$ cat config.mk
export PLATFORM = sky130hd
export DESIGN_NAME = segment_transition_ctl_flat
export DESIGN_NICKNAME = d
export VERILOG_FILES = /design/src/rtl/segment_transition_ctl_pkg.sv /design/src/rtl/segment_transition_ctl_if.sv /design/src/rtl/segment_transition_ctl_edge_det_sel.sv /design/src/rtl/segment_transition_ctl.sv /design/src/flat_wrapper.sv
export SDC_FILE = /design/constraint.sdc
export NUM_CORES = 1
export LEC_CHECK = 0
export CAP_MARGIN = 20
export CORE_MARGIN = 2
export CORE_UTILIZATION = 45
export DETAILED_ROUTE_END_ITERATION = 6
export PLACE_DENSITY = 0.76
export SLEW_MARGIN = 20
export SYNTH_ARGS = -nofsm -noshare
export SYNTH_HDL_FRONTEND = slang
export SYNTH_HIERARCHICAL = 1
export SYNTH_SLANG_ARGS = --single-unit
$ cat constraint.sdc
create_clock -name i_clk -period 4.36 [get_ports i_clk]
set_input_delay 0.872 -clock i_clk [delete_from_list [all_inputs] [get_ports i_clk]]
set_output_delay 0.872 -clock i_clk [all_outputs]
set_load 0.005 [all_outputs]
$ cat src/rtl/segment_transition_ctl_pkg.sv
// Shared types for the segment transition controller.
// Mode encodings match the existing controller register map.
package segment_transition_ctl_pkg;

  typedef enum logic [7:0] {
    MODE_SYNC_IDX = 8'h00,
    MODE_SYS_TIME = 8'h01,
    MODE_GPIO     = 8'h02,
    MODE_EXT      = 8'hF0
  } transition_mode_t;

  typedef enum logic [1:0] {
    ST_RUN,
    ST_WAIT,
    ST_STOPPED
  } seg_state_t;

  localparam int DefNumSegment = 2;
  localparam logic [15:0] RepInfinite = 16'hFFFF;

  function automatic logic mode_known(
    input logic [7:0] m
  );
    return m inside {
      MODE_SYNC_IDX, MODE_SYS_TIME,
      MODE_GPIO, MODE_EXT
    };
  endfunction

endpackage

$ cat src/rtl/segment_transition_ctl_if.sv
// Request/status bundle between register decoder,
// transition controller and the index timers.
interface segment_transition_ctl_if #(
  parameter int NumSegment = 2,
  parameter int IdxWidth   = 16,
  parameter int RepWidth   = 16,
  parameter int TimeWidth  = 64,
  parameter int NumGpio    = 4
);
  localparam int SegW =
    (NumSegment > 1) ? $clog2(NumSegment) : 1;

  logic                           update;
  logic [SegW-1:0]                req_segment;
  logic [RepWidth-1:0]            req_rep;
  logic [7:0]                     transition_mode;
  logic [TimeWidth-1:0]           transition_value;
  logic [NumSegment*IdxWidth-1:0] cycle;
  logic [IdxWidth-1:0]            idx;
  logic [TimeWidth-1:0]           sys_time;
  logic [NumGpio-1:0]             gpio_in;
  logic [SegW-1:0]                segment;
  logic                           swap;
  logic                           stop;
  logic                           pending;
  logic                           req_err;

  modport master (
    output update, req_segment, req_rep,
    output transition_mode, transition_value,
    output cycle, idx, sys_time, gpio_in,
    input  segment, swap, stop, pending, req_err
  );

  modport slave (
    input  update, req_segment, req_rep,
    input  transition_mode, transition_value,
    input  cycle, idx, sys_time, gpio_in,
    output segment, swap, stop, pending, req_err
  );

endinterface

$ cat src/rtl/segment_transition_ctl_edge_det_sel.sv
// Rising-edge detector over a GPIO vector with
// a run-time index select of the edge to report.
module edge_det_sel #(
  parameter int N    = 4,
  parameter int SelW = 2
) (
  input  logic            i_clk,
  input  logic            i_rst,
  input  logic [N-1:0]    i_in,
  input  logic [SelW-1:0] i_sel,
  output logic            o_rise
);

  logic [N-1:0]         r_prev;
  logic [N-1:0]         w_rise;
  logic [2**SelW-1:0]   w_pad;

  always_ff @(posedge i_clk) begin
    if (i_rst) r_prev <= '0;
    else       r_prev <= i_in;
  end

  // Zero-pad so any select value is in range.
  assign w_rise = i_in & ~r_prev;
  assign w_pad  = (2**SelW)'(w_rise);
  assign o_rise = w_pad[i_sel];

endmodule

$ cat src/rtl/segment_transition_ctl.sv
// Segment swap controller: latches a request, waits for
// its transition condition, counts loops, round-robins.
module segment_transition_ctl
  import segment_transition_ctl_pkg::*;
#(
  parameter int NumSegment = DefNumSegment,
  parameter int IdxWidth   = 16,
  parameter int RepWidth   = $bits(RepInfinite),
  parameter int TimeWidth  = 64,
  parameter int NumGpio    = 4
) (
  input logic i_clk,
  input logic i_rst,
  segment_transition_ctl_if.slave bus
);

  localparam int SegW =
    (NumSegment > 1) ? $clog2(NumSegment) : 1;
  localparam int GpioW =
    (NumGpio > 1) ? $clog2(NumGpio) : 1;
  localparam logic [RepWidth-1:0] RepInf = '1;
  localparam logic [SegW-1:0] SegLast =
    SegW'(NumSegment - 1);

  seg_state_t           r_state, w_state_nxt;
  logic [SegW-1:0]      r_segment, w_seg_nxt;
  logic                 r_swap, w_swap_nxt;
  logic                 r_stop, w_stop_nxt;
  logic                 r_req_err, w_err_nxt;
  logic [RepWidth-1:0]  r_cnt, w_cnt_nxt;
  logic [RepWidth-1:0]  r_rep, w_rep_nxt;
  logic                 r_ext, w_ext_nxt;
  logic [SegW-1:0]      r_req_seg, w_req_seg_nxt;
  logic [RepWidth-1:0]  r_req_rep, w_req_rep_nxt;
  transition_mode_t     r_mode, w_mode_nxt;
  logic [TimeWidth-1:0] r_value, w_value_nxt;

  logic                 w_seg_ok;
  logic                 w_upd_ok;
  logic                 w_upd_bad;
  logic [IdxWidth-1:0]  w_cyc_cur;
  logic                 w_wrap;
  logic                 w_rise;
  logic                 w_cond;
  logic [SegW-1:0]      w_seg_inc;

  edge_det_sel #(
    .N    (NumGpio),
    .SelW (GpioW)
  ) u_edge (
    .i_clk  (i_clk),
    .i_rst  (i_rst),
    .i_in   (bus.gpio_in),
    .i_sel  (r_value[GpioW-1:0]),
    .o_rise (w_rise)
  );

  assign w_seg_ok =
    32'(bus.req_segment) < NumSegment;
  assign w_upd_ok = bus.update & w_seg_ok &
    mode_known(bus.transition_mode);
  assign w_upd_bad = bus.update & ~w_upd_ok;

  assign w_cyc_cur =
    bus.cycle[32'(r_segment)*IdxWidth +: IdxWidth];
  assign w_wrap = (bus.idx == w_cyc_cur);
  assign w_seg_inc = (r_segment == SegLast) ?
    '0 : r_segment + 1'b1;

  // A held timer (STOP) never wraps again, so sync is immediate.
  always_comb begin
    w_cond = 1'b0;
    unique case (r_mode)
      MODE_SYNC_IDX: w_cond = r_stop | w_wrap;
      MODE_SYS_TIME: w_cond = bus.sys_time >= r_value;
      MODE_GPIO:     w_cond = w_rise;
      MODE_EXT:      w_cond = 1'b1;
      default:       w_cond = 1'b0;
    endcase
  end

  always_comb begin
    w_state_nxt   = r_state;
    w_seg_nxt     = r_segment;
    w_swap_nxt    = 1'b0;
    w_stop_nxt    = r_stop;
    w_err_nxt     = r_req_err;
    w_cnt_nxt     = r_cnt;
    w_rep_nxt     = r_rep;
    w_ext_nxt     = r_ext;
    w_req_seg_nxt = r_req_seg;
    w_req_rep_nxt = r_req_rep;
    w_mode_nxt    = r_mode;
    w_value_nxt   = r_value;
    if (w_upd_ok) begin
      w_state_nxt   = ST_WAIT;
      w_err_nxt     = 1'b0;
      w_ext_nxt     = 1'b0;
      w_req_seg_nxt = bus.req_segment;
      w_req_rep_nxt = bus.req_rep;
      w_mode_nxt    =
        transition_mode_t'(bus.transition_mode);
      w_value_nxt   = bus.transition_value;
    end else begin
      if (w_upd_bad) w_err_nxt = 1'b1;
      unique case (r_state)
        ST_RUN: begin
          if (w_wrap && r_rep != RepInf) begin
            if (r_cnt != r_rep) begin
              w_cnt_nxt = r_cnt + 1'b1;
            end else if (r_ext) begin
              w_seg_nxt  = w_seg_inc;
              w_swap_nxt = 1'b1;
              w_cnt_nxt  = '0;
            end else begin
              w_state_nxt = ST_STOPPED;
              w_stop_nxt  = 1'b1;
            end
          end
        end
        ST_WAIT: begin
          if (w_cond) begin
            w_state_nxt = ST_RUN;
            w_seg_nxt   = r_req_seg;
            w_swap_nxt  = 1'b1;
            w_stop_nxt  = 1'b0;
            w_cnt_nxt   = '0;
            w_rep_nxt   = r_req_rep;
            w_ext_nxt   = (r_mode == MODE_EXT);
          end
        end
        ST_STOPPED: begin
          w_state_nxt = ST_STOPPED;
        end
        default: w_state_nxt = ST_RUN;
      endcase
    end
  end

  always_ff @(posedge i_clk) begin
    if (i_rst) begin
      r_state   <= ST_RUN;
      r_segment <= '0;
      r_swap    <= 1'b0;
      r_stop    <= 1'b0;
      r_req_err <= 1'b0;
      r_cnt     <= '0;
      r_rep     <= RepInf;
      r_ext     <= 1'b0;
      r_req_seg <= '0;
      r_req_rep <= RepInf;
      r_mode    <= MODE_SYNC_IDX;
      r_value   <= '0;
    end else begin
      r_state   <= w_state_nxt;
      r_segment <= w_seg_nxt;
      r_swap    <= w_swap_nxt;
      r_stop    <= w_stop_nxt;
      r_req_err <= w_err_nxt;
      r_cnt     <= w_cnt_nxt;
      r_rep     <= w_rep_nxt;
      r_ext     <= w_ext_nxt;
      r_req_seg <= w_req_seg_nxt;
      r_req_rep <= w_req_rep_nxt;
      r_mode    <= w_mode_nxt;
      r_value   <= w_value_nxt;
    end
  end

  assign bus.segment = r_segment;
  assign bus.swap    = r_swap;
  assign bus.stop    = r_stop;
  assign bus.pending = (r_state == ST_WAIT);
  assign bus.req_err = r_req_err;

endmodule

$ cat src/flat_wrapper.sv
// flat-port wrapper written by rule: the top's interface ports become plain ports
module segment_transition_ctl_flat import segment_transition_ctl_pkg::*;
#(
  parameter int NumSegment = DefNumSegment,
  parameter int IdxWidth   = 16,
  parameter int RepWidth   = $bits(RepInfinite),
  parameter int TimeWidth  = 64,
  parameter int NumGpio    = 4
)
  (i_clk, i_rst, bus_update, bus_req_segment, bus_req_rep, bus_transition_mode, bus_transition_value, bus_cycle, bus_idx, bus_sys_time, bus_gpio_in, bus_segment, bus_swap, bus_stop, bus_pending, bus_req_err);
  segment_transition_ctl_if #(.NumSegment(NumSegment), .IdxWidth(IdxWidth), .RepWidth(RepWidth), .TimeWidth(TimeWidth), .NumGpio(NumGpio)) bus_i ();
  input logic i_clk;
  input logic i_rst;
  input wire logic [$bits(bus_i.update)-1:0] bus_update;
  input wire logic [$bits(bus_i.req_segment)-1:0] bus_req_segment;
  input wire logic [$bits(bus_i.req_rep)-1:0] bus_req_rep;
  input wire logic [$bits(bus_i.transition_mode)-1:0] bus_transition_mode;
  input wire logic [$bits(bus_i.transition_value)-1:0] bus_transition_value;
  input wire logic [$bits(bus_i.cycle)-1:0] bus_cycle;
  input wire logic [$bits(bus_i.idx)-1:0] bus_idx;
  input wire logic [$bits(bus_i.sys_time)-1:0] bus_sys_time;
  input wire logic [$bits(bus_i.gpio_in)-1:0] bus_gpio_in;
  output wire logic [$bits(bus_i.segment)-1:0] bus_segment;
  output wire logic [$bits(bus_i.swap)-1:0] bus_swap;
  output wire logic [$bits(bus_i.stop)-1:0] bus_stop;
  output wire logic [$bits(bus_i.pending)-1:0] bus_pending;
  output wire logic [$bits(bus_i.req_err)-1:0] bus_req_err;
  assign bus_i.update = bus_update;
  assign bus_i.req_segment = bus_req_segment;
  assign bus_i.req_rep = bus_req_rep;
  assign bus_i.transition_mode = bus_transition_mode;
  assign bus_i.transition_value = bus_transition_value;
  assign bus_i.cycle = bus_cycle;
  assign bus_i.idx = bus_idx;
  assign bus_i.sys_time = bus_sys_time;
  assign bus_i.gpio_in = bus_gpio_in;
  assign bus_segment = bus_i.segment;
  assign bus_swap = bus_i.swap;
  assign bus_stop = bus_i.stop;
  assign bus_pending = bus_i.pending;
  assign bus_req_err = bus_i.req_err;
  segment_transition_ctl #(.NumSegment(NumSegment), .IdxWidth(IdxWidth), .RepWidth(RepWidth), .TimeWidth(TimeWidth), .NumGpio(NumGpio)) u_core (.i_clk(i_clk), .i_rst(i_rst), .bus(bus_i));
endmodule
Yosys cells after proc, flatten, opt, wreduce, memory -nomap -nowiden
Cells that the tools add are included.

word-level totals
  register bits after elaboration = 132
  bits of input ports = 208
  output and inout bits = 5
  word-level logic and storage cells = 90

cells by class
  add/sub/neg operators = 2
  magnitude comparators = 2
  equality and inequality tests = 21
  shifts and indexed selects = 1
  multiplexer cells = 30
  bitwise operators = 6
  reduce and logical (&&, ||, !) cells = 14

operators with widths
  cell                                                                      count
  64-bit greater-or-equal comparator                                        1
  16-bit two-way mux                                                        4
  16-bit one-hot mux with 2 select lines                                    1
  32-bit by 6-bit indexed part select with 16-bit output                    1
  16-bit by 1-bit adder with 16-bit output (second input constant)          1
  16-bit equality test                                                      1
  8-bit by 1-bit equality test with 1-bit output (second input constant)    2
  8-bit by 2-bit equality test with 1-bit output (second input constant)    2
  8-bit equality test (second input constant)                               2
  8-bit zero test                                                           2
  16-bit inequality test                                                    1
  16-bit inequality test (second input constant)                            1
  1-bit two-way mux                                                         15
  6-bit AND reduction                                                       2
  3-bit by 1-bit inequality test with 1-bit output (second input constant)  3
  2-bit two-way mux                                                         4
  4-bit AND reduction                                                       2
  2-bit by 1-bit inequality test with 1-bit output (second input constant)  3
  1-bit one-hot mux with 2 select lines                                     3
  2-bit one-hot mux with 3 select lines                                     1
  5-bit AND reduction                                                       1
  4-bit AND                                                                 1
  2-bit inequality test (second input constant)                             2
  4-bit inverter                                                            1
  18 further kinds                                                          19

Logic depth before layout (Yosys ltp)
Gate-level depths: netlist (run 1).

  depth in word-level cells = 8
  depth in mapped cells = 12
  gate-level depth less buffers = 10

Hierarchy
The synthesis (run 1) kept the hierarchy.

modules (own cells, without submodules)
  module                  instances  cells an instance  area an instance (um^2)  seq. area each (um^2)
  segment_transition_ctl  1          951                7482.2                   2562.5
  edge_det_sel            1          13                 155.1                    80.1

Least setup slack after synthesis (run 1)
OpenSTA, ideal clock, no wires.

  path kind = input to register
  start point = in bus_sys_time[13]
  end point = reg u_core.r_rep[0]
  setup time = 120 ps
  arrival time = 3026 ps
  required time = 4240 ps
  path slack = 1214 ps
  cell stages on the path = 11
  path buffers = 2
  cells stage by stage = ha_1 -> a21o_1 -> a21oi_1 -> nor2b_1 -> a2111oi_0 -> a211oi_2 -> nor3_2 -> a21boi_2 -> buf_6 -> buf_12 -> mux2i_1

on the way
  cells in the longest elaborated chain, start to end = 3

RTL lines
  element                                RTL line                       RTL
  from (decl)                            flat_wrapper.sv:21             input wire logic [$bits(bus_i.sys_time)-1:0] bus_sys_time;
  64-bit greater-or-equal comparator     segment_transition_ctl.sv:75   MODE_SYS_TIME: w_cond = bus.sys_time >= r_value;
  1-bit one-hot mux with 4 select lines  segment_transition_ctl.sv:73   unique case (r_mode)
  3-bit AND reduction (no source line)   -
  to (signal assigned)                   segment_transition_ctl.sv:148  r_rep <= RepInf;
  to (signal assigned)                   segment_transition_ctl.sv:161  r_rep <= w_rep_nxt;
  to (decl)                              segment_transition_ctl.sv:31   logic [RepWidth-1:0] r_rep, w_rep_nxt;

Every way passes these cells.
A chain may end at the register's enable or synchronous reset.

Worst setup path after layout (run 1)
  start point = reg u_core.r_segment, in the netlist u_core/bus.segment
  end point = reg u_core.r_cnt[0]

on the way
  cells in the longest elaborated chain, start to end = 6
  elaborated cells on any way between the ends = 8
  classes of those cells = 3 x eq/ne; 1 x shift; 1 x mux; 1 x bitwise; 2 x reduce/logical

RTL lines
  element                                                            RTL line                       RTL
  from (decl)                                                        segment_transition_ctl.sv:26   logic [SegW-1:0] r_segment, w_seg_nxt;
  from (signal assigned)                                             segment_transition_ctl.sv:156  r_segment <= w_seg_nxt;
  32-bit by 6-bit indexed part select with 16-bit output *           segment_transition_ctl.sv:65   bus.cycle[32'(r_segment)*IdxWidth +: IdxWidth];
  16-bit equality test *                                             segment_transition_ctl.sv:66   assign w_wrap = (bus.idx == w_cyc_cur);
  1-bit bitwise OR                                                   segment_transition_ctl.sv:74   MODE_SYNC_IDX: w_cond = r_stop | w_wrap;
  1-bit one-hot mux with 4 select lines                              segment_transition_ctl.sv:73
  2-bit by 1-bit inequality test with 1-bit output (no source line)  -
  5-bit AND reduction (no source line) *                             -
  to (signal assigned)                                               segment_transition_ctl.sv:160  r_cnt <= w_cnt_nxt;
  to (decl)                                                          segment_transition_ctl.sv:30   logic [RepWidth-1:0] r_cnt, w_cnt_nxt;

Every way passes the cells marked *; elsewhere a longest branch is shown, timed or not.

==> run summary, run 1 <==
The run finished with clean final reports. In this run, CTS created clock tree buffers numbering 17. Buffers added to address setup during post-CTS repair amount to 0. Met2 wirelength from detailed routing: 9460 um.

In this run the critical register-to-register path is captured at u_core/r_cnt[0]$_SDFFE_PP0P_. In the detailed route, the total length drawn on met3 is 1510 um. The half-perimeter wire length after placement is 15200 um, and the number of flops mapped to enable cells by yosys is 0. The height of the chip came out at 134 um. After synthesis the netlist holds a flip-flop and latch count of 132.

The net count of the finished layout is 1432. The cell count after synthesis came out at 964. The tools report the number of maximum-capacitance constraint violations as 0. After synthesis, the largest family of logic cells by area is simple AND/OR/NAND/NOR gates.

The worst setup path is captured at a register. The total length of routed wires came out at 20600 um. The final period utilization is 0.814.

Port buffering added 212 buffers. Number of hold violations in the final report: 0. Routed signal wires occupy layers up through met4.

The run gives 0.461 as the initial core utilization. For this run, the number of Yosys warnings is 6. The share of synthesized flip-flops with an asynchronous set or reset came out at 0. Walking the worst path, the cells encountered are buf_4, mux2i_1, xnor2_1, nor4_1, nand4_1, nor4_2, nand2_1, and3_1, mux2_4. The tools report the overall power after layout as 0.00304 W. The stage delay of the slowest cell on the critical path came out at 0.94 ns.

For the aggregate negative setup slack, the log shows 0 ns. The share of the synthesized area in compound gates (AO/OA/AOI/OAI) was 0.132. After detailed routing, the number of remaining DRC violations is 0. The number of pins with negative max-slew slack in the final report is 0, and the portion of the post-synthesis area used by sequential elements is 0.346. The tools report the static leakage as 3.76 nW. Entering global routing, the biggest net connects 89 pins. The class of the tightest hold or removal check is register to register. The parity-gate share of the synthesized area counting xor and xnor cells came out at 0.0367. The worst register-to-register path begins at u_core/bus.segment$_SDFFE_PP0P_. In this run the remaining antenna-violating nets after routing total 0. Number of antenna violations at the first check in global routing: 0. The final critical-path required period was 3.55 ns; the global-route wire length before repair was 33200 um. The critical path starts at u_core/bus.segment$_SDFFE_PP0P_. The final cell utilization of the core came out at 0.635.

The detailed-routing wirelength on met1 came out at 8990 um. The worst register-to-register path has a depth of 9. The mean area per synthesized cell works out to 7.92 um^2.

TritonCTS built the clock tree. The category of the most critical setup path is register to register. The share of layout cells above drive strength 1 was 0.0624; the worst-margin pin slew was 0.954 ns. The longest clock path from root to sink contains 2 buffers. Synthesis produced a netlist with a net count of 1237. The mean number of vias per cell came out at 5.28.

The share of synthesized cell area in full adder, half adder and majority cells came out at 0.106. Following the worst setup path forward leads to its endpoint at u_core/r_cnt[0]$_SDFFE_PP0P_. The global-route usage over all layers is 0.228. The area fraction in and, or, nand and nor cells after synthesis came out at 0.265.

The number of iterations in the first detailed-routing pass was 5. The clock reaches the later pin of the worst-skew pair after 0.42 ns. Summing over every cut layer, the via total after detailed routing is 7338. Worst slew margin relative to its limit: 0.363. Timing would allow up to 282 MHz.

The proportion of synthesized area in mux cells was 0.0508. The per-cell routed wire length was 14.8 um; the final antenna diode count was 0. The run gives 213 as the I/O pin total. Setup violations remaining at the end of the flow were counted as 0.

The logs give 0.81 ns for the register-to-register setup slack and 0.859 for the placer's final routability congestion estimate. In this run the power density over the cells is 289 nW/um^2. The startpoint class of the critical path was a register.

The final global-route overflow total was 0. The die extent in x was 134 um; the count of instances resized after the clock tree is built was 0. The filler cells instantiated in the layout total 1504.

The number of global-route vias before repair is 6962, and the core footprint is 16600 um^2. The top fanout value on the critical path was 18; the maximum clock skew at final layout was 0.00895 ns. Setup repair after global routing left no endpoint under its margin.

Clock tree synthesis selected as its root buffer the cell sky130_fd_sc_hd__clkbuf_16. Slowest cell on the critical path: sky130_fd_sc_hd__dfxtp_1. The H-tree was split into 4 levels.

Among all flip-flop cells after synthesis, the most frequent one is sky130_fd_sc_hd__dfxtp_1. After synthesis the cells add up to 7640 um^2. Counting every sink on the clock net gives 132. The number of unique standard cell types used by synthesis was 58. Row generation in the floorplan step produced 47 rows. The die covers 18000 um^2. Data on the critical path is required at its endpoint by 4.66 ns. After clock tree synthesis, the clock-pin slew on the worst setup and hold paths is 0.05 ns. Data on the critical path arrives at its endpoint at 3.85 ns.

In this run, the number of DRC markers left after iteration 0 of detailed routing was 320. The number of buffers inserted for hold repair after clock tree synthesis came out at 0. Across the VDD grid, the largest voltage drop is 0.264 mV. The layout-stage area growth over the synthesis result works out to 37.9%.
-- worst max-delay path: cells and delay by family, from the launching register on --
kind | cells | cell delay (ns)
flip-flops | 1 | 0.94
XOR/XNOR | 1 | 0.08
multiplexers | 2 | 0.54
AND/OR/NAND/NOR | 5 | 1.58
buffers and inverters | 1 | 0.29
-- synthesized netlist by cell type (2+ instances only) --
library cell | number | area share
sky130_fd_sc_hd__a211o_1 | 2 | 0.0023
sky130_fd_sc_hd__a21o_1 | 13 | 0.013
sky130_fd_sc_hd__a21oi_1 | 96 | 0.063
sky130_fd_sc_hd__a221oi_1 | 2 | 0.0023
sky130_fd_sc_hd__a31o_2 | 2 | 0.0023
sky130_fd_sc_hd__and2_1 | 2 | 0.0016
sky130_fd_sc_hd__and3_1 | 8 | 0.0066
sky130_fd_sc_hd__and4_1 | 2 | 0.0023
sky130_fd_sc_hd__buf_1 | 4 | 0.0020
sky130_fd_sc_hd__buf_2 | 2 | 0.0013
sky130_fd_sc_hd__buf_6 | 3 | 0.0044
sky130_fd_sc_hd__clkbuf_1 | 41 | 0.020
sky130_fd_sc_hd__dfxtp_1 | 132 | 0.35
sky130_fd_sc_hd__ha_1 | 65 | 0.11
sky130_fd_sc_hd__inv_1 | 67 | 0.033
sky130_fd_sc_hd__mux2i_1 | 35 | 0.046
sky130_fd_sc_hd__nand2_1 | 192 | 0.094
sky130_fd_sc_hd__nand2b_1 | 3 | 0.0025
sky130_fd_sc_hd__nand3_1 | 17 | 0.011
sky130_fd_sc_hd__nand3b_1 | 17 | 0.017
sky130_fd_sc_hd__nand4_1 | 45 | 0.037
sky130_fd_sc_hd__nand4b_1 | 2 | 0.0023
sky130_fd_sc_hd__nor2_1 | 56 | 0.028
sky130_fd_sc_hd__nor2b_1 | 25 | 0.020
sky130_fd_sc_hd__nor3_1 | 9 | 0.0059
sky130_fd_sc_hd__nor4_1 | 13 | 0.011
sky130_fd_sc_hd__o211ai_1 | 10 | 0.0098
sky130_fd_sc_hd__o21a_1 | 3 | 0.0029
sky130_fd_sc_hd__o21ai_0 | 16 | 0.010
sky130_fd_sc_hd__o21ai_2 | 10 | 0.011
sky130_fd_sc_hd__o2bb2ai_1 | 3 | 0.0034
sky130_fd_sc_hd__or3_1 | 2 | 0.0016
sky130_fd_sc_hd__or4_1 | 7 | 0.0069
sky130_fd_sc_hd__or4_4 | 2 | 0.0029
sky130_fd_sc_hd__or4b_2 | 3 | 0.0039
sky130_fd_sc_hd__xnor2_1 | 16 | 0.018
sky130_fd_sc_hd__xor2_1 | 16 | 0.018
-- report_power, final --
group | switching (W) | internal [W] | total [W]
Clock | 0.000512 | 0.000962 | 0.00147
Sequential | 0.00000393 | 0.00121 | 0.00122
Combinational | 0.000120 | 0.000229 | 0.000348
Total | 0.000636 | 0.00240 | 0.00304
-- routing by layer --
layer  vias to the layer above  global-route usage
met5                         -                   0
met4                         0              0.0930
met3                        42              0.0574
met2                       251               0.371
met1                      3331               0.288
li1                       3714                   -
-- cells in the final DEF, fill, tap and decap left out, types with 25 or more instances in the layout --
cell,instances
sky130_fd_sc_hd__dfxtp_1,132
sky130_fd_sc_hd__ha_1,65
sky130_fd_sc_hd__nand2_1,192
sky130_fd_sc_hd__nor2b_1,25
sky130_fd_sc_hd__clkdlybuf4s50_1,211
sky130_fd_sc_hd__nand4_1,45
sky130_fd_sc_hd__nor2_1,55
sky130_fd_sc_hd__mux2i_1,35
sky130_fd_sc_hd__inv_1,67
sky130_fd_sc_hd__a21oi_1,96
-- logic make-up (layout without fill, tap and decap cells) --
group | Yosys count | in the layout
flip-flops | 132 | 132
adder cells (fa/ha/maj) | 65 | 65
multiplexers | 37 | 37
XOR/XNOR | 32 | 32
buffers and inverters | 118 | 324
AND/OR/NAND/NOR | 413 | 413
AO/OA/AOI/OAI | 167 | 167
-- metrics by stage --
stage               cells  cell area, um^2  setup slack (ns)  hold slack, ns
floorplan             964             7640              1.21           0.436
detailed placement   1360             9930             0.587           0.446
CTS                  1390            10500             0.771           0.454
global placement     1360             9930             0.571           0.442
finish               1390            10500             0.812           0.451
global route         1390            10500             0.606           0.468
-- layout make-up --
class	count	area (um^2)	area share
Clock buffer	20	447	0.0424
Sequential cell	132	2640	0.251
Timing Repair Buffer	227	2240	0.213
Multi-Input combinational cell	714	4510	0.429
Clock inverter	10	158	0.0150
Inverter	67	251	0.0239
Tap cell	220	275	0.0261
-- worst min-delay path by stage --
stage                                    startpoint                              end  depth (start not counted)
floorplan           u_core/r_value[10]$_SDFFE_PP0P_  u_core/r_value[10]$_SDFFE_PP0P_                          2
global placement    u_core/r_value[54]$_SDFFE_PP0P_  u_core/r_value[54]$_SDFFE_PP0P_                          2
detailed placement  u_core/r_value[27]$_SDFFE_PP0P_  u_core/r_value[27]$_SDFFE_PP0P_                          2
CTS                 u_core/r_value[27]$_SDFFE_PP0P_  u_core/r_value[27]$_SDFFE_PP0P_                          2
global route        u_core/r_value[57]$_SDFFE_PP0P_  u_core/r_value[57]$_SDFFE_PP0P_                          2
finish              u_core/r_value[55]$_SDFFE_PP0P_  u_core/r_value[55]$_SDFFE_PP0P_                          2
-- sequential cells by signal (all words and copies together), names as in the netlist --
register              flops
u_core/u_edge/r_prev      4
u_core/r_mode             8
u_core/bus.stop           1
u_core/r_req_rep         16
u_core/r_rep             16
u_core/bus.req_err        1
u_core/r_req_seg          1
u_core/bus.segment        1
u_core/r_value           64
u_core/r_ext              1
u_core/r_state            2
u_core/bus.swap           1
u_core/r_cnt             16
Note: power is estimated with default switching activity, not from simulation.
==> run 2, diff against run 1 <==
==> constraint.sdc (replaced) <==
create_clock -name i_clk -period 3.4 [get_ports i_clk]
set_input_delay 0.68 -clock i_clk [delete_from_list [all_inputs] [get_ports i_clk]]
set_output_delay 0.68 -clock i_clk [all_outputs]
set_load 0.005 [all_outputs]
==> run 2 against run 1 <==
Compared with the run above:
- via count down 0.41%
- register-to-register slack worse by 0.39 ns
- combinational power increased by 29%
- critical endpoint is now u_core/r_cnt[13]$_SDFFE_PP0P_
- largest cell class unchanged
- largest power group unchanged
- highest routed layer unchanged
==> run summary, run 2 (synthesis gave the netlist of run 1 again) <==
More flip-flops sit in one register than any other, and that register is u_core/r_value. The tools report the fill cell total of the finished layout as 1484 (-1.3%). The die extent in x works out to 134 um (unchanged). Leaving out fill and tap cells, the most frequent cell in the layout is sky130_fd_sc_hd__clkdlybuf4s50_1. The maximum clock skew at final layout was 0.0109 ns (+0.00192 ns). For hold timing, the worst endpoint is u_core/r_value[11]$_SDFFE_PP0P_. Depth of the worst register-to-register path: 10 (+1). The number of buffers created by CTS is 17 (unchanged).

The top cell types in the final layout, fill and taps aside, are sky130_fd_sc_hd__clkdlybuf4s50_1, sky130_fd_sc_hd__nand2_1, sky130_fd_sc_hd__dfxtp_1. The final antenna-violating net count is 0 (unchanged). The logs give 0 (unchanged) for the detailed-route DRC error count and 1400 (+0.72%) for the filler-free cell count of the finished design. The count of instances resized after the clock tree is built is 0 (unchanged).

The worst slew margin relative to its limit is 0.309 (-0.0534). Clock sink total: 132 (unchanged). The number of pins with negative max-slew slack in the final report was 0 (unchanged); the total length of routed wires was 20700 um (+0.69%).

The path class of the tightest hold or removal check is register to register. Setup repair after global routing left no endpoint under its margin. The final net count was 1441 (+0.63%).

The tools report the number of global-route vias before repair as 7072 (+1.6%). Relative to the synthesized area, the layout overhead comes to 38.9%. The top fanout value on the critical path came out at 8 (-10). TritonCTS built the clock tree.

The mean number of vias per cell is 5.22 (-1.1%). The logs give 0 (unchanged) for the number of hold violations in the final report and 324 (+1.3%) for the count of routing violations after the opening detailed-route iteration. The worst ir drop on vdd was 0.337 mV (+28%).

The height of the chip is 134 um (unchanged). The tools report the core footprint as 16600 um^2 (unchanged). The areal power density over the cells came out at 368 nW/um^2 (+28%).

Clock tree synthesis selected as its root buffer the cell sky130_fd_sc_hd__clkbuf_16. The required time of the worst setup path came out at 3.70 ns (-0.96 ns). The row count came out at 47 (unchanged). The maximum number of pins on one net before global-route repair was 104 (+17%); the cell total after placement was 1369 (+0.66%). The initial core utilization is 0.461 (unchanged), and the clock-pin slew reported for the worst setup and hold paths after clock tree synthesis is 0.06 ns (about the same).

The run gives 3.80 nW (+0.97%) as the static leakage. The number of iterations in the first detailed-routing pass came out at 5 (unchanged). The overall via count from detail_route came out at 7308 (-0.41%). The worst hold path begins at u_core/r_value[11]$_SDFFE_PP0P_. The flow ran to the end, and the final reports show no timing, DRC or antenna violations.

In this run the critical register-to-register path is launched from u_core/bus.segment$_SDFFE_PP0P_. Half-perimeter wire length after placement: 15300 um (+0.61%). The global-route usage over all layers is 0.227 (-0.00120), and the number of maximum-capacitance constraint violations is 0 (unchanged).

The clock insertion delay at the later pin of the skew report was 0.42 ns (about the same); the port buffer count was 212 (unchanged). The critical path is of the input port to register type. For the maximum clock rate, the log shows 319 MHz. The number of flip-flops under the largest register name was 64 (unchanged). The number of cells on the worst hold path was 2 (unchanged); the area of the die was 18000 um^2 (unchanged).

The run gives 0 (unchanged) as the buffers inserted during post-CTS setup optimization. Share of layout cells above drive strength 1: 0.0712 (+0.00879). STA classifies the critical path startpoint as an input port.

The register-to-register setup slack is 0.42 ns (-0.39 ns). The per-cell routed wire length was 14.8 um (about the same); the overall power after layout was 0.00391 W (+29%). The placer's final routability congestion estimate was 0.871 (+1.4%). The run gives 0 (unchanged) as the number of antenna violations at the first check in global routing.

The routed design could run at a clock period as short as 3.14 ns. The final period utilization came out at 0.923. The H-tree level count is 4 (unchanged). The I/O pin total came out at 213 (unchanged). The maximum clock insertion buffer count came out at 2 (unchanged). The design area is 10600 um^2 (+0.74%), and the aggregate negative setup slack is 0 ns (unchanged). The worst register-to-register path ends at u_core/r_cnt[10]$_SDFFE_PP0P_.

The logs give 0 (unchanged) for the final antenna diode count and 0 (unchanged) for the final global-route overflow total. The final-report setup violation count was 0 (unchanged); the global-route wire length before repair was 33000 um (-0.50%). The placed cell area was 9990 um^2 (+0.68%). The worst-margin pin slew came out at 1.04 ns (+0.0814 ns).

The data arrival time of the critical path is 3.44 ns (-0.41 ns). The number of buffers inserted for hold repair after clock tree synthesis came out at 0 (unchanged). The worst setup path is captured at a register.
-- run 2: per-stage QoR --
stage	setup slack, ns	utilization	hold WS (ns)
after global routing	0.164	0.640	0.472
after global placement	-0.139	0.603	0.443
after detailed placement	-0.132	0.603	0.447
after CTS	0.272	0.640	0.455
after floorplan	0.446	-	0.436
final	0.260	0.640	0.453
-- run 2: routing by layer --
metal,GRT usage,up-vias,wire length [um]
li1,-,3733,-
met1,0.279,3297,8920
met2,0.382,249,9770
met3,0.0605,29,1630
met4,0.0795,0,404
met5,0,-,0
-- run 2: power by group --
group | internal (W) | total, W | switching [W]
sequential | 0.00156 | 0.00156 | 0.00000431
combinational | 0.000296 | 0.000450 | 0.000155
clock | 0.00121 | 0.00190 | 0.000689
total | 0.00306 | 0.00391 | 0.000848
-- run 2: final cells by class --
class	count	area, um^2	share of cell area
clock buffer	20	467	0.0440
clock inverter	11	150	0.0142
inverter	67	251	0.0237
multi-input combinational	714	4510	0.425
sequential	132	2640	0.249
tap	220	275	0.0259
timing repair buffer	236	2310	0.218
-- run 2: worst max-delay path by stage --
stage / start / end / slack, ns / depth (start not counted)
after floorplan: bus_sys_time[13] / u_core/r_rep[0]$_SDFFE_PP1P_ / 0.45 / 11
after global placement: bus_sys_time[13] / u_core/r_cnt[5]$_SDFFE_PP0P_ / -0.14 / 12
after detailed placement: bus_sys_time[13] / u_core/r_cnt[13]$_SDFFE_PP0P_ / -0.13 / 12
after CTS: bus_sys_time[13] / u_core/r_cnt[13]$_SDFFE_PP0P_ / 0.27 / 12
after global routing: u_core/bus.segment$_SDFFE_PP0P_ / u_core/r_rep[6]$_SDFFE_PP1P_ / 0.16 / 10
final: bus_sys_time[13] / u_core/r_cnt[13]$_SDFFE_PP0P_ / 0.26 / 12
-- run 2: worst max-delay path, cell delays in order --
cell,delay [ns]
sky130_fd_sc_hd__clkdlybuf4s50_1,0.41
sky130_fd_sc_hd__ha_1,0.31
sky130_fd_sc_hd__a21o_1,0.18
sky130_fd_sc_hd__a21oi_1,0.13
sky130_fd_sc_hd__nor2b_1,0.05
sky130_fd_sc_hd__a2111oi_0,0.40
sky130_fd_sc_hd__buf_4,0.21
sky130_fd_sc_hd__a211oi_2,0.08
sky130_fd_sc_hd__o31ai_1,0.33
sky130_fd_sc_hd__and3_1,0.33
sky130_fd_sc_hd__buf_4,0.24
sky130_fd_sc_hd__o21ai_2,0.08
==> run 3, diff against run 2 <==
--- a/config.mk
+++ b/config.mk
@@ -7,9 +7,10 @@
 export LEC_CHECK = 0
 export CAP_MARGIN = 20
 export CORE_MARGIN = 2
-export CORE_UTILIZATION = 45
+export CORE_UTILIZATION = 49
+export CTS_CLUSTER_SIZE = 30
 export DETAILED_ROUTE_END_ITERATION = 6
-export PLACE_DENSITY = 0.76
+export PLACE_DENSITY = 0.81
 export SLEW_MARGIN = 20
 export SYNTH_ARGS = -nofsm -noshare
 export SYNTH_HDL_FRONTEND = slang
==> run 3 against run 2 <==
Compared with the run above:
- sequential power hardly changed
- critical path type unchanged
- combinational power increased by 0.9%
- clock-buffer cell count up 1
- clock power increased by 2%
- sequential cell count did not move
- cell count decreased by 2.4%
- die area down 7.9%
- non-clock buffer count down 3
==> run summary, run 3 (synthesis gave the netlist of run 1 again) <==
The share of layout cells above drive strength 1 is 0.0696 (-0.00158), and the H-tree level count is 4 (unchanged). The flow ran to the end, and the final reports show no timing, DRC or antenna violations. The core footprint was 15200 um^2 (-8.3%). Setup repair after global routing left no endpoint under its margin.

The library cells used most frequently in the layout, excluding fill and tap cells, are sky130_fd_sc_hd__clkdlybuf4s50_1, sky130_fd_sc_hd__nand2_1, sky130_fd_sc_hd__dfxtp_1. The run gives 0 (unchanged) as the number of maximum-capacitance constraint violations. Startpoint class of the critical path: an input port. The number of flip-flops under the largest register name works out to 64 (unchanged). The run gives 0 (unchanged) as the final antenna diode count.

The family with the most delay on the worst path is compound AO/OA/AOI/OAI gates. The clock-pin slew reported for the worst setup and hold paths after clock tree synthesis works out to 0.06 ns (about the same). The tools report the count of routing violations after the opening detailed-route iteration as 415 (+28%).

The worst slew margin relative to its limit came out at 0.396 (+0.0864). The tools report the final-report setup violation count as 0 (unchanged). The die extent in x came out at 129 um (-4.0%). The category of the most critical setup path was input port to register. The final net count is 1438 (-0.21%).

More flip-flops sit in one register than any other, and that register is u_core/r_value. The slowest cell on the critical path is sky130_fd_sc_hd__clkdlybuf4s50_1. The global-route usage over all layers is 0.252 (+0.0255), and the top fanout value on the critical path is 10 (+2). For the global-route wire length before repair, the log shows 33500 um (+1.3%).

The run gives 17 (unchanged) as the number of buffers created by CTS. The run gives 7182 (+1.6%) as the number of global-route vias before repair. The signal on the critical path passes through clkdlybuf4s50_1, ha_1, nand4_1, nor3_1, a221oi_1, o211ai_1, and3_1, o31ai_1, and3_1, buf_4, o21ai_0.

The worst-margin pin slew was 0.906 ns (-0.130 ns). The final period utilization was 0.937 (+0.0135). The mean number of vias per cell came out at 5.43 (+4.0%).

The maximum clock insertion buffer count was 2 (unchanged); the height of the chip was 129 um (-4.0%). For the placer's final routability congestion estimate, the log shows 0.880 (+1.1%). Counting stages on the worst path, the most repeated cell is sky130_fd_sc_hd__and3_1.

Area of the die: 16600 um^2 (-7.9%). For the count of instances resized after the clock tree is built, the log shows 0 (unchanged). The number of buffers inserted for hold repair after clock tree synthesis was 0 (unchanged). Fill cell total of the finished layout: 1234 (-17%). The run gives 0.502 (+0.0418) as the initial core utilization. The run gives 15300 um (+0.55%) as the half-perimeter wire length after placement. STA classifies the critical path endpoint as a register.

The stage delay of the slowest cell on the critical path came out at 0.44 ns (+0.03 ns). The port buffer count is 212 (unchanged). The tools report the number of hold violations in the final report as 0 (unchanged). For the buffers inserted during post-CTS setup optimization, the log shows 0 (unchanged).

TritonCTS built the clock tree. The maximum number of pins on one net before global-route repair is 89 (-14%), and the number of antenna violations at the first check in global routing is 0 (unchanged). The maximum clock skew at final layout was 0.00948 ns (-0.00140 ns); the clock sink total was 132 (unchanged). The tools report the data arrival time of the critical path as 3.49 ns (+0.05 ns).

The total length of routed wires is 21000 um (+1.6%), and the required time of the worst setup path is 3.71 ns (about the same). The final global-route overflow total came out at 0 (unchanged). The row count was 45 (-4.3%). Most common library cell in the layout ignoring fill and taps: sky130_fd_sc_hd__clkdlybuf4s50_1. The logs give 314 MHz (-1.4%) for the maximum clock rate and 0 (unchanged) for the detailed-route DRC error count. The final worst-path setup slack is 0.214 ns (-0.0460 ns).

Class of the tightest hold or removal check: register to register. The worst ir drop on vdd is 0.364 mV (+7.8%), and the overall via count from detail_route is 7415 (+1.5%). The tree is rooted in a sky130_fd_sc_hd__clkbuf_16. Final antenna-violating net count: 0 (unchanged). The final critical-path required period was 3.19 ns (+0.0460 ns); the I/O pin total was 213 (unchanged).

The number of pins with negative max-slew slack in the final report came out at 0 (unchanged). The count of buffer and inverter cells on the critical path came out at 2 (-1). The areal power density over the cells was 374 nW/um^2 (+1.4%). The cell total after placement was 1334 (-2.6%). The run gives 0.42 ns (about the same) as the clock insertion delay at the later pin of the skew report. The per-cell routed wire length works out to 15.4 um (+4.1%). The static leakage was 3.79 nW (-0.26%); the layout-stage area growth over the synthesis result was 38.4%. The run gives -0.103 ns (+0.0295 ns) as the setup slack at placement. For the filler-free cell count of the finished design, the log shows 1366 (-2.4%). The tools report the number of iterations in the first detailed-routing pass as 5 (unchanged).
==> run 3: cell types whose count changed in the layout (fill, tap and decap cells not counted) <==
cell,previous run,this run
sky130_fd_sc_hd__buf_12,1,2
sky130_fd_sc_hd__clkinvlp_4,2,3
sky130_fd_sc_hd__clkinv_4,3,2
sky130_fd_sc_hd__buf_4,24,20
sky130_fd_sc_hd__clkbuf_8,3,4
==> run 3: cell type report <==
class | count | area [um^2] | area share
multi-input cells | 714 | 4510 | 0.427
flip-flops and latches | 132 | 2640 | 0.250
repair buffers | 233 | 2300 | 0.218
clock buffers | 21 | 480 | 0.0454
inverters | 67 | 251 | 0.0238
well taps | 188 | 235 | 0.0222
clock inverters | 11 | 149 | 0.0141
==> run 3: path summary, 6_finish.rpt <==
check | depth (start not counted) | slack (ns) | to | start
worst min register to register | 2 | 0.45 | u_core/r_value[41]$_SDFFE_PP0P_ | u_core/r_value[41]$_SDFFE_PP0P_
worst min-delay path | 2 | 0.45 | u_core/r_value[41]$_SDFFE_PP0P_ | u_core/r_value[41]$_SDFFE_PP0P_
worst max-delay path | 11 | 0.21 | u_core/r_cnt[11]$_SDFFE_PP0P_ | bus_sys_time[46]
worst max register to register | 10 | 0.41 | u_core/r_rep[15]$_SDFFE_PP1P_ | u_core/bus.segment$_SDFFE_PP0P_
==> run 3: where the power goes <==
part / switching, W / internal (W)
Combinational: 0.000158 / 0.000296
Clock: 0.000705 / 0.00123
Sequential: 0.00000439 / 0.00156
==> run 3: per-layer routing <==
layer | GRT usage | vias up | wire [um]
met5 | 0 | - | 0
met4 | 0.109 | 0 | 588
met3 | 0.0599 | 40 | 1610
met2 | 0.434 | 269 | 9950
met1 | 0.301 | 3379 | 8890
li1 | - | 3727 | -
==> run 3: stage by stage <==
stage | TNS [ns] | hold WS [ns] | utilization | power, W | area, um^2
floorplan | 0 | 0.436 | - | 0.00175 | 7640
global placement | -0.0257 | 0.442 | 0.654 | 0.00203 | 9940
detailed placement | -0.801 | 0.446 | 0.654 | 0.00204 | 9940
CTS | 0 | 0.454 | 0.695 | 0.00397 | 10600
global route | 0 | 0.474 | 0.695 | 0.00409 | 10600
finish | 0 | 0.453 | 0.695 | 0.00395 | 10600
==> run 3: worst register-to-register path, stage by stage, from the launching register on <==
cell	delay, ns
sky130_fd_sc_hd__dfxtp_1	0.39
sky130_fd_sc_hd__buf_4	0.32
sky130_fd_sc_hd__mux2i_1	0.33
sky130_fd_sc_hd__xnor2_1	0.09
sky130_fd_sc_hd__nor4_1	0.34
sky130_fd_sc_hd__nand4_1	0.35
sky130_fd_sc_hd__a31oi_1	0.35
sky130_fd_sc_hd__nor2_1	0.11
sky130_fd_sc_hd__a21boi_2	0.22
sky130_fd_sc_hd__buf_12	0.20
sky130_fd_sc_hd__mux2i_1	0.22
